==> src/rtl/uart_pkg.sv <==
// -----------------------------------------------------------------------------
// uart_pkg
// Shared definitions for the FIFO-based UART peripheral.
// - Register addresses of the bus-visible register file.
// - CTRL (write) and STATUS (read) bit positions.
// - Tick-count constants for 16x oversampling.
// - State encodings for the transmit and receive FSMs.
// -----------------------------------------------------------------------------
package uart_pkg;

    // Register map (reg_sel_i)
    localparam logic [1:0] ADDR_CTRL = 2'd0;
    localparam logic [1:0] ADDR_DATA = 2'd1;
    localparam logic [1:0] ADDR_DIV  = 2'd2;

    // CTRL write bits. The lower four are stored; the rest are one-cycle actions.
    localparam int CTRL_TX_EN    = 0;
    localparam int CTRL_RX_EN    = 1;
    localparam int CTRL_RX_IE    = 2;
    localparam int CTRL_TX_IE    = 3;
    localparam int CTRL_TX_FLUSH = 4;
    localparam int CTRL_RX_FLUSH = 5;
    localparam int CTRL_ERR_CLR  = 6;

    // STATUS read bits
    localparam int STAT_TX_FULL    = 8;
    localparam int STAT_TX_EMPTY   = 9;
    localparam int STAT_RX_FULL    = 10;
    localparam int STAT_RX_EMPTY   = 11;
    localparam int STAT_TX_BUSY    = 12;
    localparam int STAT_OVERRUN    = 13;
    localparam int STAT_FRAME_ERR  = 14;
    localparam int STAT_PARITY_ERR = 15;
    localparam int STAT_TX_CNT_LSB = 16;
    localparam int STAT_RX_CNT_LSB = 24;
    localparam int STAT_CNT_W      = 7;

    // 16 ticks per bit. The receiver re-checks the start bit half a bit in.
    localparam logic [3:0] TICK_LAST = 4'd15;
    localparam logic [3:0] TICK_MID  = 4'd7;

    typedef enum logic [2:0] {
        TX_IDLE,
        TX_START,
        TX_DATA,
        TX_PARITY,
        TX_STOP
    } tx_state_t;

    typedef enum logic [2:0] {
        RX_IDLE,
        RX_START,
        RX_DATA,
        RX_PARITY,
        RX_STOP
    } rx_state_t;

endpackage

==> src/rtl/sync_fifo.sv <==
// -----------------------------------------------------------------------------
// sync_fifo
// Single-clock FIFO with first-word-fall-through output.
// - clk_i, reset_ni : clock and asynchronous active-low reset.
// - push, din       : write one entry. A push while full is dropped unless a
//                     pop happens in the same cycle.
// - pop, dout       : dout is the current head. pop removes it. A pop while
//                     empty is ignored.
// - flush           : empties the FIFO in one cycle. It has priority over
//                     push and pop.
// - full, empty, count : occupancy.
// -----------------------------------------------------------------------------
module sync_fifo #(
    parameter int WIDTH = 8,
    parameter int DEPTH = 8
) (
    input  logic                       clk_i,
    input  logic                       reset_ni,
    input  logic                       push,
    input  logic                       pop,
    input  logic                       flush,
    input  logic [WIDTH-1:0]           din,
    output logic [WIDTH-1:0]           dout,
    output logic                       full,
    output logic                       empty,
    output logic [$clog2(DEPTH):0]     count
);

    localparam int PTR_W = $clog2(DEPTH);
    localparam int CNT_W = PTR_W + 1;

    logic [WIDTH-1:0] mem [DEPTH];

    logic [PTR_W-1:0] wr_ptr_q, wr_ptr_d;
    logic [PTR_W-1:0] rd_ptr_q, rd_ptr_d;
    logic [CNT_W-1:0] count_q, count_d;
    logic             do_push;
    logic             do_pop;

    assign full  = (count_q == CNT_W'(DEPTH));
    assign empty = (count_q == '0);
    assign count = count_q;
    assign dout  = mem[rd_ptr_q];

    // When full, a simultaneous pop frees the slot being written. The head
    // is read combinationally before the write lands, so no bypass is needed.
    assign do_pop  = pop && !empty;
    assign do_push = push && (!full || do_pop);

    always_comb begin
        wr_ptr_d = wr_ptr_q;
        rd_ptr_d = rd_ptr_q;
        count_d  = count_q;
        if (flush) begin
            wr_ptr_d = '0;
            rd_ptr_d = '0;
            count_d  = '0;
        end else begin
            if (do_push) begin
                wr_ptr_d = wr_ptr_q + PTR_W'(1);
            end
            if (do_pop) begin
                rd_ptr_d = rd_ptr_q + PTR_W'(1);
            end
            case ({do_push, do_pop})
                2'b10:   count_d = count_q + CNT_W'(1);
                2'b01:   count_d = count_q - CNT_W'(1);
                default: count_d = count_q;
            endcase
        end
    end

    always_ff @(posedge clk_i or negedge reset_ni) begin
        if (!reset_ni) begin
            wr_ptr_q <= '0;
            rd_ptr_q <= '0;
            count_q  <= '0;
        end else begin
            wr_ptr_q <= wr_ptr_d;
            rd_ptr_q <= rd_ptr_d;
            count_q  <= count_d;
        end
    end

    // Storage is kept out of the reset so it maps onto distributed/block RAM.
    always_ff @(posedge clk_i) begin
        if (do_push && !flush) begin
            mem[wr_ptr_q] <= din;
        end
    end

endmodule

==> src/rtl/uart_fifo_periph.sv <==
// -----------------------------------------------------------------------------
// uart_fifo_periph
// Memory-mapped UART with TX/RX FIFOs, 16x oversampling baud generator,
// sticky receive error flags and a level interrupt.
// - clk_i, reset_ni : clock and asynchronous active-low reset.
// - entrada_i       : bus write data.
// - reg_sel_i       : 0 CTRL/STATUS, 1 DATA, 2 DIV, 3 reserved.
// - wr_i, rd_i      : one-cycle strobes. rd_i on DATA pops the RX FIFO.
// - rx, tx          : serial line in (asynchronous) and out.
// - salida_o        : read data, combinational on reg_sel_i.
// - irq_o           : level interrupt.
// -----------------------------------------------------------------------------
module uart_fifo_periph
    import uart_pkg::*;
#(
    parameter int          DATA_W     = 8,
    parameter int          FIFO_DEPTH = 8,
    parameter int          PARITY_EN  = 0,
    parameter int          STOP_BITS  = 1,
    parameter logic [15:0] DIV_RESET  = 16'd53
) (
    input  logic        clk_i,
    input  logic        reset_ni,
    input  logic [31:0] entrada_i,
    input  logic [1:0]  reg_sel_i,
    input  logic        wr_i,
    input  logic        rd_i,
    input  logic        rx,
    output logic        tx,
    output logic [31:0] salida_o,
    output logic        irq_o
);

    localparam int CNT_W     = $clog2(FIFO_DEPTH) + 1;
    localparam int BIT_CNT_W = 3;

    // ---------------- register file ----------------
    logic [3:0]  ctrl_q, ctrl_d;
    logic [15:0] div_q, div_d;
    logic        ctrl_wr, data_wr, div_wr;
    logic        tx_flush, rx_flush, err_clr;

    assign ctrl_wr  = wr_i && (reg_sel_i == ADDR_CTRL);
    assign data_wr  = wr_i && (reg_sel_i == ADDR_DATA);
    assign div_wr   = wr_i && (reg_sel_i == ADDR_DIV);
    assign tx_flush = ctrl_wr && entrada_i[CTRL_TX_FLUSH];
    assign rx_flush = ctrl_wr && entrada_i[CTRL_RX_FLUSH];
    assign err_clr  = ctrl_wr && entrada_i[CTRL_ERR_CLR];
    assign ctrl_d   = ctrl_wr ? entrada_i[3:0] : ctrl_q;
    assign div_d    = div_wr ? entrada_i[15:0] : div_q;

    logic unused_entrada;
    assign unused_entrada = ^entrada_i[31:16];

    // ---------------- baud generator ----------------
    logic [15:0] baud_cnt_q, baud_cnt_d;
    logic        tick;

    assign tick = (baud_cnt_q == '0);

    always_comb begin
        baud_cnt_d = tick ? div_q : baud_cnt_q - 16'd1;
        // A DIV write restarts the period with the new value straight away.
        if (div_wr) begin
            baud_cnt_d = entrada_i[15:0];
        end
    end

    // ---------------- FIFOs ----------------
    logic [DATA_W-1:0] tx_dout, rx_dout, rx_din;
    logic              tx_full, tx_empty, rx_full, rx_empty;
    logic [CNT_W-1:0]  tx_count, rx_count;
    logic              tx_pop, rx_push, rx_pop;

    assign rx_pop = rd_i && (reg_sel_i == ADDR_DATA);

    sync_fifo #(.WIDTH(DATA_W), .DEPTH(FIFO_DEPTH)) u_tx_fifo (
        .clk_i    (clk_i),
        .reset_ni (reset_ni),
        .push     (data_wr),
        .pop      (tx_pop),
        .flush    (tx_flush),
        .din      (entrada_i[DATA_W-1:0]),
        .dout     (tx_dout),
        .full     (tx_full),
        .empty    (tx_empty),
        .count    (tx_count)
    );

    sync_fifo #(.WIDTH(DATA_W), .DEPTH(FIFO_DEPTH)) u_rx_fifo (
        .clk_i    (clk_i),
        .reset_ni (reset_ni),
        .push     (rx_push),
        .pop      (rx_pop),
        .flush    (rx_flush),
        .din      (rx_din),
        .dout     (rx_dout),
        .full     (rx_full),
        .empty    (rx_empty),
        .count    (rx_count)
    );

    // ---------------- transmitter ----------------
    tx_state_t             tx_state_q, tx_state_d;
    logic [3:0]            tx_tick_q, tx_tick_d;
    logic [BIT_CNT_W-1:0]  tx_bit_q, tx_bit_d;
    logic                  tx_stop_q, tx_stop_d;
    logic [DATA_W-1:0]     tx_shift_q, tx_shift_d;
    logic                  tx_par_q, tx_par_d;
    logic                  tx_q, tx_d;
    logic                  tx_line;
    logic                  tx_busy;

    assign tx_busy = (tx_state_q != TX_IDLE);

    // Level the line should carry for the current frame section.
    always_comb begin
        case (tx_state_q)
            TX_START:  tx_line = 1'b0;
            TX_DATA:   tx_line = tx_shift_q[0];
            TX_PARITY: tx_line = tx_par_q;
            default:   tx_line = 1'b1;
        endcase
    end

    always_comb begin
        tx_state_d = tx_state_q;
        tx_tick_d  = tx_tick_q;
        tx_bit_d   = tx_bit_q;
        tx_stop_d  = tx_stop_q;
        tx_shift_d = tx_shift_q;
        tx_par_d   = tx_par_q;
        tx_d       = tx_q;
        tx_pop     = 1'b0;
        if (tx_state_q == TX_IDLE) begin
            tx_d = 1'b1;
            if (ctrl_q[CTRL_TX_EN] && !tx_empty) begin
                tx_pop     = 1'b1;
                tx_shift_d = tx_dout;
                tx_par_d   = ^tx_dout;
                tx_tick_d  = '0;
                tx_state_d = TX_START;
            end
        end else if (tick) begin
            // The line changes on ticks only, so each section spans exactly
            // 16 ticks starting at the first tick after entering it.
            tx_d      = tx_line;
            tx_tick_d = tx_tick_q + 4'd1;
            if (tx_tick_q == TICK_LAST) begin
                case (tx_state_q)
                    TX_START: begin
                        tx_bit_d   = '0;
                        tx_state_d = TX_DATA;
                    end
                    TX_DATA: begin
                        tx_shift_d = tx_shift_q >> 1;
                        tx_bit_d   = tx_bit_q + BIT_CNT_W'(1);
                        if (tx_bit_q == BIT_CNT_W'(DATA_W - 1)) begin
                            tx_stop_d  = 1'b0;
                            tx_state_d = (PARITY_EN != 0) ? TX_PARITY : TX_STOP;
                        end
                    end
                    TX_PARITY: begin
                        tx_stop_d  = 1'b0;
                        tx_state_d = TX_STOP;
                    end
                    TX_STOP: begin
                        tx_stop_d = 1'b1;
                        if (tx_stop_q == 1'(STOP_BITS - 1)) begin
                            tx_state_d = TX_IDLE;
                        end
                    end
                    default: tx_state_d = TX_IDLE;
                endcase
            end
        end
    end

    assign tx = tx_q;

    // ---------------- receiver ----------------
    logic                  rx_meta_q, rx_sync_q, rx_prev_q;
    rx_state_t             rx_state_q, rx_state_d;
    logic [3:0]            rx_tick_q, rx_tick_d;
    logic [BIT_CNT_W-1:0]  rx_bit_q, rx_bit_d;
    logic [DATA_W-1:0]     rx_shift_q, rx_shift_d;
    logic                  rx_fall;
    logic                  frame_set, parity_set, overrun_set;

    assign rx_fall = rx_prev_q && !rx_sync_q;
    assign rx_din  = rx_shift_q;

    always_comb begin
        rx_state_d = rx_state_q;
        rx_tick_d  = rx_tick_q;
        rx_bit_d   = rx_bit_q;
        rx_shift_d = rx_shift_q;
        rx_push    = 1'b0;
        frame_set  = 1'b0;
        parity_set = 1'b0;
        case (rx_state_q)
            RX_IDLE: begin
                if (ctrl_q[CTRL_RX_EN] && rx_fall) begin
                    rx_tick_d  = '0;
                    rx_state_d = RX_START;
                end
            end
            RX_START: begin
                if (tick) begin
                    rx_tick_d = rx_tick_q + 4'd1;
                    // Half a bit in: a line back high means a glitch.
                    if (rx_tick_q == TICK_MID) begin
                        rx_tick_d  = '0;
                        rx_bit_d   = '0;
                        rx_state_d = rx_sync_q ? RX_IDLE : RX_DATA;
                    end
                end
            end
            RX_DATA: begin
                if (tick) begin
                    rx_tick_d = rx_tick_q + 4'd1;
                    if (rx_tick_q == TICK_LAST) begin
                        rx_shift_d = {rx_sync_q, rx_shift_q[DATA_W-1:1]};
                        rx_bit_d   = rx_bit_q + BIT_CNT_W'(1);
                        if (rx_bit_q == BIT_CNT_W'(DATA_W - 1)) begin
                            rx_state_d = (PARITY_EN != 0) ? RX_PARITY : RX_STOP;
                        end
                    end
                end
            end
            RX_PARITY: begin
                if (tick) begin
                    rx_tick_d = rx_tick_q + 4'd1;
                    if (rx_tick_q == TICK_LAST) begin
                        parity_set = (rx_sync_q != ^rx_shift_q);
                        rx_state_d = RX_STOP;
                    end
                end
            end
            RX_STOP: begin
                if (tick) begin
                    rx_tick_d = rx_tick_q + 4'd1;
                    if (rx_tick_q == TICK_LAST) begin
                        frame_set  = !rx_sync_q;
                        rx_push    = 1'b1;
                        rx_state_d = RX_IDLE;
                    end
                end
            end
            default: rx_state_d = RX_IDLE;
        endcase
    end

    // A simultaneous read frees a slot, so that case is not an overrun.
    assign overrun_set = rx_push && rx_full && !rx_pop;

    // ---------------- sticky flags ----------------
    logic overrun_q, overrun_d;
    logic frame_err_q, frame_err_d;
    logic parity_err_q, parity_err_d;

    // A new error in the same cycle as err_clr survives the clear.
    assign overrun_d    = (overrun_q    && !err_clr) || overrun_set;
    assign frame_err_d  = (frame_err_q  && !err_clr) || frame_set;
    assign parity_err_d = (parity_err_q && !err_clr) || parity_set;

    // ---------------- state registers ----------------
    always_ff @(posedge clk_i or negedge reset_ni) begin
        if (!reset_ni) begin
            ctrl_q       <= '0;
            div_q        <= DIV_RESET;
            baud_cnt_q   <= DIV_RESET;
            tx_state_q   <= TX_IDLE;
            tx_tick_q    <= '0;
            tx_bit_q     <= '0;
            tx_stop_q    <= 1'b0;
            tx_shift_q   <= '0;
            tx_par_q     <= 1'b0;
            tx_q         <= 1'b1;
            rx_meta_q    <= 1'b1;
            rx_sync_q    <= 1'b1;
            rx_prev_q    <= 1'b1;
            rx_state_q   <= RX_IDLE;
            rx_tick_q    <= '0;
            rx_bit_q     <= '0;
            rx_shift_q   <= '0;
            overrun_q    <= 1'b0;
            frame_err_q  <= 1'b0;
            parity_err_q <= 1'b0;
        end else begin
            ctrl_q       <= ctrl_d;
            div_q        <= div_d;
            baud_cnt_q   <= baud_cnt_d;
            tx_state_q   <= tx_state_d;
            tx_tick_q    <= tx_tick_d;
            tx_bit_q     <= tx_bit_d;
            tx_stop_q    <= tx_stop_d;
            tx_shift_q   <= tx_shift_d;
            tx_par_q     <= tx_par_d;
            tx_q         <= tx_d;
            rx_meta_q    <= rx;
            rx_sync_q    <= rx_meta_q;
            rx_prev_q    <= rx_sync_q;
            rx_state_q   <= rx_state_d;
            rx_tick_q    <= rx_tick_d;
            rx_bit_q     <= rx_bit_d;
            rx_shift_q   <= rx_shift_d;
            overrun_q    <= overrun_d;
            frame_err_q  <= frame_err_d;
            parity_err_q <= parity_err_d;
        end
    end

    // ---------------- read mux and interrupt ----------------
    always_comb begin
        salida_o = '0;
        case (reg_sel_i)
            ADDR_CTRL: begin
                salida_o[3:0]            = ctrl_q;
                salida_o[STAT_TX_FULL]    = tx_full;
                salida_o[STAT_TX_EMPTY]   = tx_empty;
                salida_o[STAT_RX_FULL]    = rx_full;
                salida_o[STAT_RX_EMPTY]   = rx_empty;
                salida_o[STAT_TX_BUSY]    = tx_busy;
                salida_o[STAT_OVERRUN]    = overrun_q;
                salida_o[STAT_FRAME_ERR]  = frame_err_q;
                salida_o[STAT_PARITY_ERR] = parity_err_q;
                salida_o[STAT_TX_CNT_LSB +: STAT_CNT_W] = STAT_CNT_W'(tx_count);
                salida_o[STAT_RX_CNT_LSB +: STAT_CNT_W] = STAT_CNT_W'(rx_count);
            end
            ADDR_DATA: begin
                if (!rx_empty) begin
                    salida_o = 32'(rx_dout);
                end
            end
            ADDR_DIV: salida_o = 32'(div_q);
            default:  salida_o = '0;
        endcase
    end

    assign irq_o = (ctrl_q[CTRL_RX_IE] && !rx_empty)
                 || (ctrl_q[CTRL_TX_IE] && tx_empty && !tx_busy)
                 || overrun_q || frame_err_q || parity_err_q;

endmodule

==> config.mk <==
export PLATFORM = sky130hd
export DESIGN_NAME = uart_fifo_periph
export DESIGN_NICKNAME = d
export VERILOG_FILES = /design/src/rtl/uart_pkg.sv /design/src/rtl/sync_fifo.sv /design/src/rtl/uart_fifo_periph.sv
export SDC_FILE = /design/constraint.sdc
export NUM_CORES = 1
export LEC_CHECK = 0
export CORE_ASPECT_RATIO = 1.25
export CORE_MARGIN = 3
export CORE_UTILIZATION = 40
export DETAILED_ROUTE_END_ITERATION = 12
export PLACE_DENSITY = 0.64
export SETUP_SLACK_MARGIN = 0.4
export SKIP_CTS_REPAIR_TIMING = 1
export SYNTH_ARGS = -nofsm -noshare
export SYNTH_HDL_FRONTEND = slang
export SYNTH_HIERARCHICAL = 1
export SYNTH_SLANG_ARGS = --single-unit
==> constraint.sdc <==
create_clock -name clk_i -period 3 [get_ports clk_i]
set_input_delay 0.45 -clock clk_i [delete_from_list [all_inputs] [get_ports clk_i]]
set_output_delay 0.45 -clock clk_i [all_outputs]
set_load 0.02 [all_outputs]
==> impl_metrics.json <==
{
  "outcome": "complete, but fails checks",
  "failing_checks": "negative setup slack",
  "drt_drc_violations_left": 0,
  "highest-signal-layer": "met4",
  "port_buffers": 48,
  "report.power.total_mw": 10.1,
  "number_of_search_and_repair_iterations_in_the_first_detailed_routing_pass": 5,
  "worstPathArrival_ps": 2590,
  "reg2reg_from": "baud_cnt_q[1]$_DFF_PN0_",
  "drt-vias-per-instance": 5.43,
  "path_buf_inv": 3,
  "register_area_um2": 6390,
  "worst_skew_late_latency_ps": 520,
  "clockBufferDepth": 3,
  "synth_edf_count": 128,
  "grt_max_degree": 41,
  "die_width_um": 153,
  "syn_area_per_cell_um2": 13.2,
  "ios": 73,
  "synth.ff_latch_count": 229,
  "wl_met2_um": 12700,
  "first_global_vias": 6990,
  "floorplan.rows": 66,
  "critPathMaxFanout": 5,
  "finalSetupViolations": 2,
  "skew_ps": 12.9,
  "critical_path.endpoint_type": "output pin",
  "p_leak_nw": 5.65,
  "setup.reg_to_reg.worst_slack_ps": 260,
  "wl_met1_um": 10000,
  "max-cap-violations": 0,
  "worst_ep_required_time_ps": 2550,
  "crit_family": "multiplexers",
  "layout_min_cycle_time_ps": 3040,
  "numCtsBuffers": 25,
  "post_layout_net_count": 1007,
  "hpwlAfterDp_um": 17000,
  "coreArea_um2": 26400,
  "globalRoute.totalOverflow": 0,
  "setup_slack_ps": -40.2,
  "tritoncts": "yes",
  "final_layout_size_suffix_gt1_frac": 0.269,
  "finalCoreUtilization": 0.507,
  "crit_slowest_cell": "mux4_2",
  "drt_iter0_markers": 574,
  "setup_total_negative_slack_ps": -43.0,
  "gp_routability_congestion": 0.794,
  "antenna_found_initial": 1,
  "routed_wire_length_per_instance_um": 18.9,
  "netlist.top_cell.by_area": "edfxtp_1",
  "start_kind": "register",
  "synthArstFlopShare": 0.441,
  "worst-setup-path-type": "register to output pin",
  "die_h_um": 190,
  "track_usage": 0.165,
  "drt_total_wl_um": 24600,
  "yosys_warnings": 6,
  "cts_num_sinks": 229,
  "ant_nets": 0,
  "hold_violations": 0,
  "hold_path_class": "input pin to register",
  "vias": 7078,
  "tightestPinTransition_ps": 717,
  "synth_top_area_share": 0.354,
  "slew_violations": 0,
  "period_share": 1.01,
  "insertedDiodeCount": 0,
  "cts-htree-levels": 1,
  "synthTopCellsByArea": "edfxtp_1 35%, dfrtp_1 20%, mux4_1 7.5%",
  "timing.critical_path.mode_cell": "buf_4",
  "post_synthesis_cell_area_um2": 10900,
  "slowest_delay_ps": 490,
  "syn_to_final_growth_pct": 23.2,
  "max_clock_freq_mhz": 329,
  "crit_path_cell_trace": "buf_12 -> buf_4 -> mux4_2 -> mux2_4 -> a222oi_1 -> nor2_1 -> buf_4",
  "main_flop_type_after_synthesis": "edfxtp_1",
  "peakVddDrop_mv": 0.561,
  "synth_seq_area_share": 0.587,
  "multiInputGateArea_um2": 4430,
  "netlist-cell-type-count": 66,
  "gate_count_of_the_mapped_netlist": 823,
  "n_fill_cell": 2278,
  "clk_pin_slew_worst_paths_ps": 60,
  "cts-root-buf": "clkbuf_16",
  "worst_setup_path_startpoint": "u_rx_fifo/rd_ptr_q[0]$_DFFE_PN0P_",
  "power-per-cell-area_nw_per_um2": 757,
  "starting_density_of_the_core": 0.411,
  "grt_setup_unrepaired": "true",
  "design.die.area_um2": 29200,
  "grt_pass1_wl_um": 38500,
  "hold_path_startpoint": "rx",
  "met3_wirelength_um": 1290,
  "max_slew_margin": 0.522
}
## where the power goes
group | leakage [nW] | internal, mW | switching, mW
clock network | 0.418 | 1.92 | 1.25
registers | 2.59 | 3.69 | 0.412
logic | 2.65 | 1.46 | 1.42
## synthesized netlist by cell type (7+ instances only)
library cell and number:
a21o_1 8, a21oi_1 16, a22o_1 8, and2_1 12, buf_2 8, buf_4 11
clkbuf_1 22, dfrtp_1 89, dfstp_2 12, edfxtp_1 128, ha_1 20, inv_1 15
mux2_2 29, mux2i_1 9, mux4_1 31, nand2_1 78, nand3_1 15, nor2_1 72
nor2b_1 10, nor3_1 15, nor4_1 8, o211ai_1 12, o21ai_0 39, o22ai_1 9
or3_1 7, xnor2_1 29, xor2_1 10
## per-layer routing
layer  vias to the layer above  global-route usage
li1                       3329                   -
met1                      3524               0.212
met2                       186               0.291
met3                        39              0.0227
met4                         0              0.0483
met5                         -                   0
## stage by stage
stage / area (µm²) / hold slack (ps) / worst slack, ps / std cells
after floorplan: 11000 / 154 / 42.5 / 830
after global placement: 12200 / 349 / 6.66 / 1239
after detailed placement: 12200 / 349 / -8.74 / 1239
after CTS: 13000 / -92.3 / -438 / 1284
after global routing: 13400 / 348 / -120 / 1304
final: 13400 / 341 / -40.2 / 1304
## flip-flops by register name, indices dropped and copies added, names as in the netlist, 3 cells and up
signal              count
rx_din                  8
rx_state_q              3
tx_shift_q              8
u_tx_fifo/count         4
u_tx_fifo/wr_ptr_q      3
u_rx_fifo/wr_ptr_q      3
div_q                  16
u_tx_fifo/mem          64
tx_state_q              3
rx_bit_q                3
rx_tick_q               4
u_rx_fifo/rd_ptr_q      3
u_rx_fifo/mem          64
u_tx_fifo/rd_ptr_q      3
ctrl_q                  4
tx_tick_q               4
baud_cnt_q             16
u_rx_fifo/count         4
tx_bit_q                3
## kinds of logic (layout without fill, tap and decap cells)
| group | count (synthesis) | in the layout | share of synthesized area |
|---|---|---|---|
| AO/OA/AOI/OAI | 138 | 138 | 0.0872 |
| XOR/XNOR | 39 | 39 | 0.0314 |
| adder cells (fa/ha/maj) | 22 | 22 | 0.0267 |
| buffers and inverters | 64 | 198 | 0.0326 |
| flip-flops | 229 | 229 | 0.587 |
| multiplexers | 70 | 70 | 0.115 |
| other | 1 | 8 | 0.000345 |
| AND/OR/NAND/NOR | 260 | 260 | 0.119 |
## cells in the final DEF (no fill, tap or decap), types with 14 or more instances in the layout
master,synthesis,layout
nor2_1,72,63
buf_4,11,86
nand2_1,78,77
a21oi_1,16,14
mux4_1,31,23
nand3_1,15,15
dlymetal6s2s_1,0,15
dfrtp_1,89,87
ha_1,20,14
edfxtp_1,128,128
clkdlybuf4s50_1,0,22
mux2_2,29,27
clkbuf_16,0,26
o21ai_0,39,39
xnor2_1,29,29
## path summary, 6_finish.rpt
check / to / depth (start not counted)
max in group asynchronous: tx$_DFFE_PN1P_ / 3
min in group asynchronous: rx_tick_q[2]$_DFFE_PN0P_ / 2
hold / removal: rx_meta_q$_DFF_PN1_ / 1
setup reg to reg: u_rx_fifo/count[3]$_DFFE_PN0P_ / 12
setup / recovery: salida_o[0] / 7
hold reg to reg: rx_sync_q$_DFF_PN1_ / 0
## final cells by class
| class | count | share of cell area |
|---|---|---|
| Clock buffer | 28 | 0.0491 |
| Clock inverter | 17 | 0.0146 |
| Inverter | 15 | 0.00439 |
| Multi-Input combinational cell | 537 | 0.331 |
| Sequential cell | 229 | 0.477 |
| Tap cell | 340 | 0.0318 |
| Timing Repair Buffer | 138 | 0.0920 |
No activity file was read; power rests on OpenSTA's default activity.
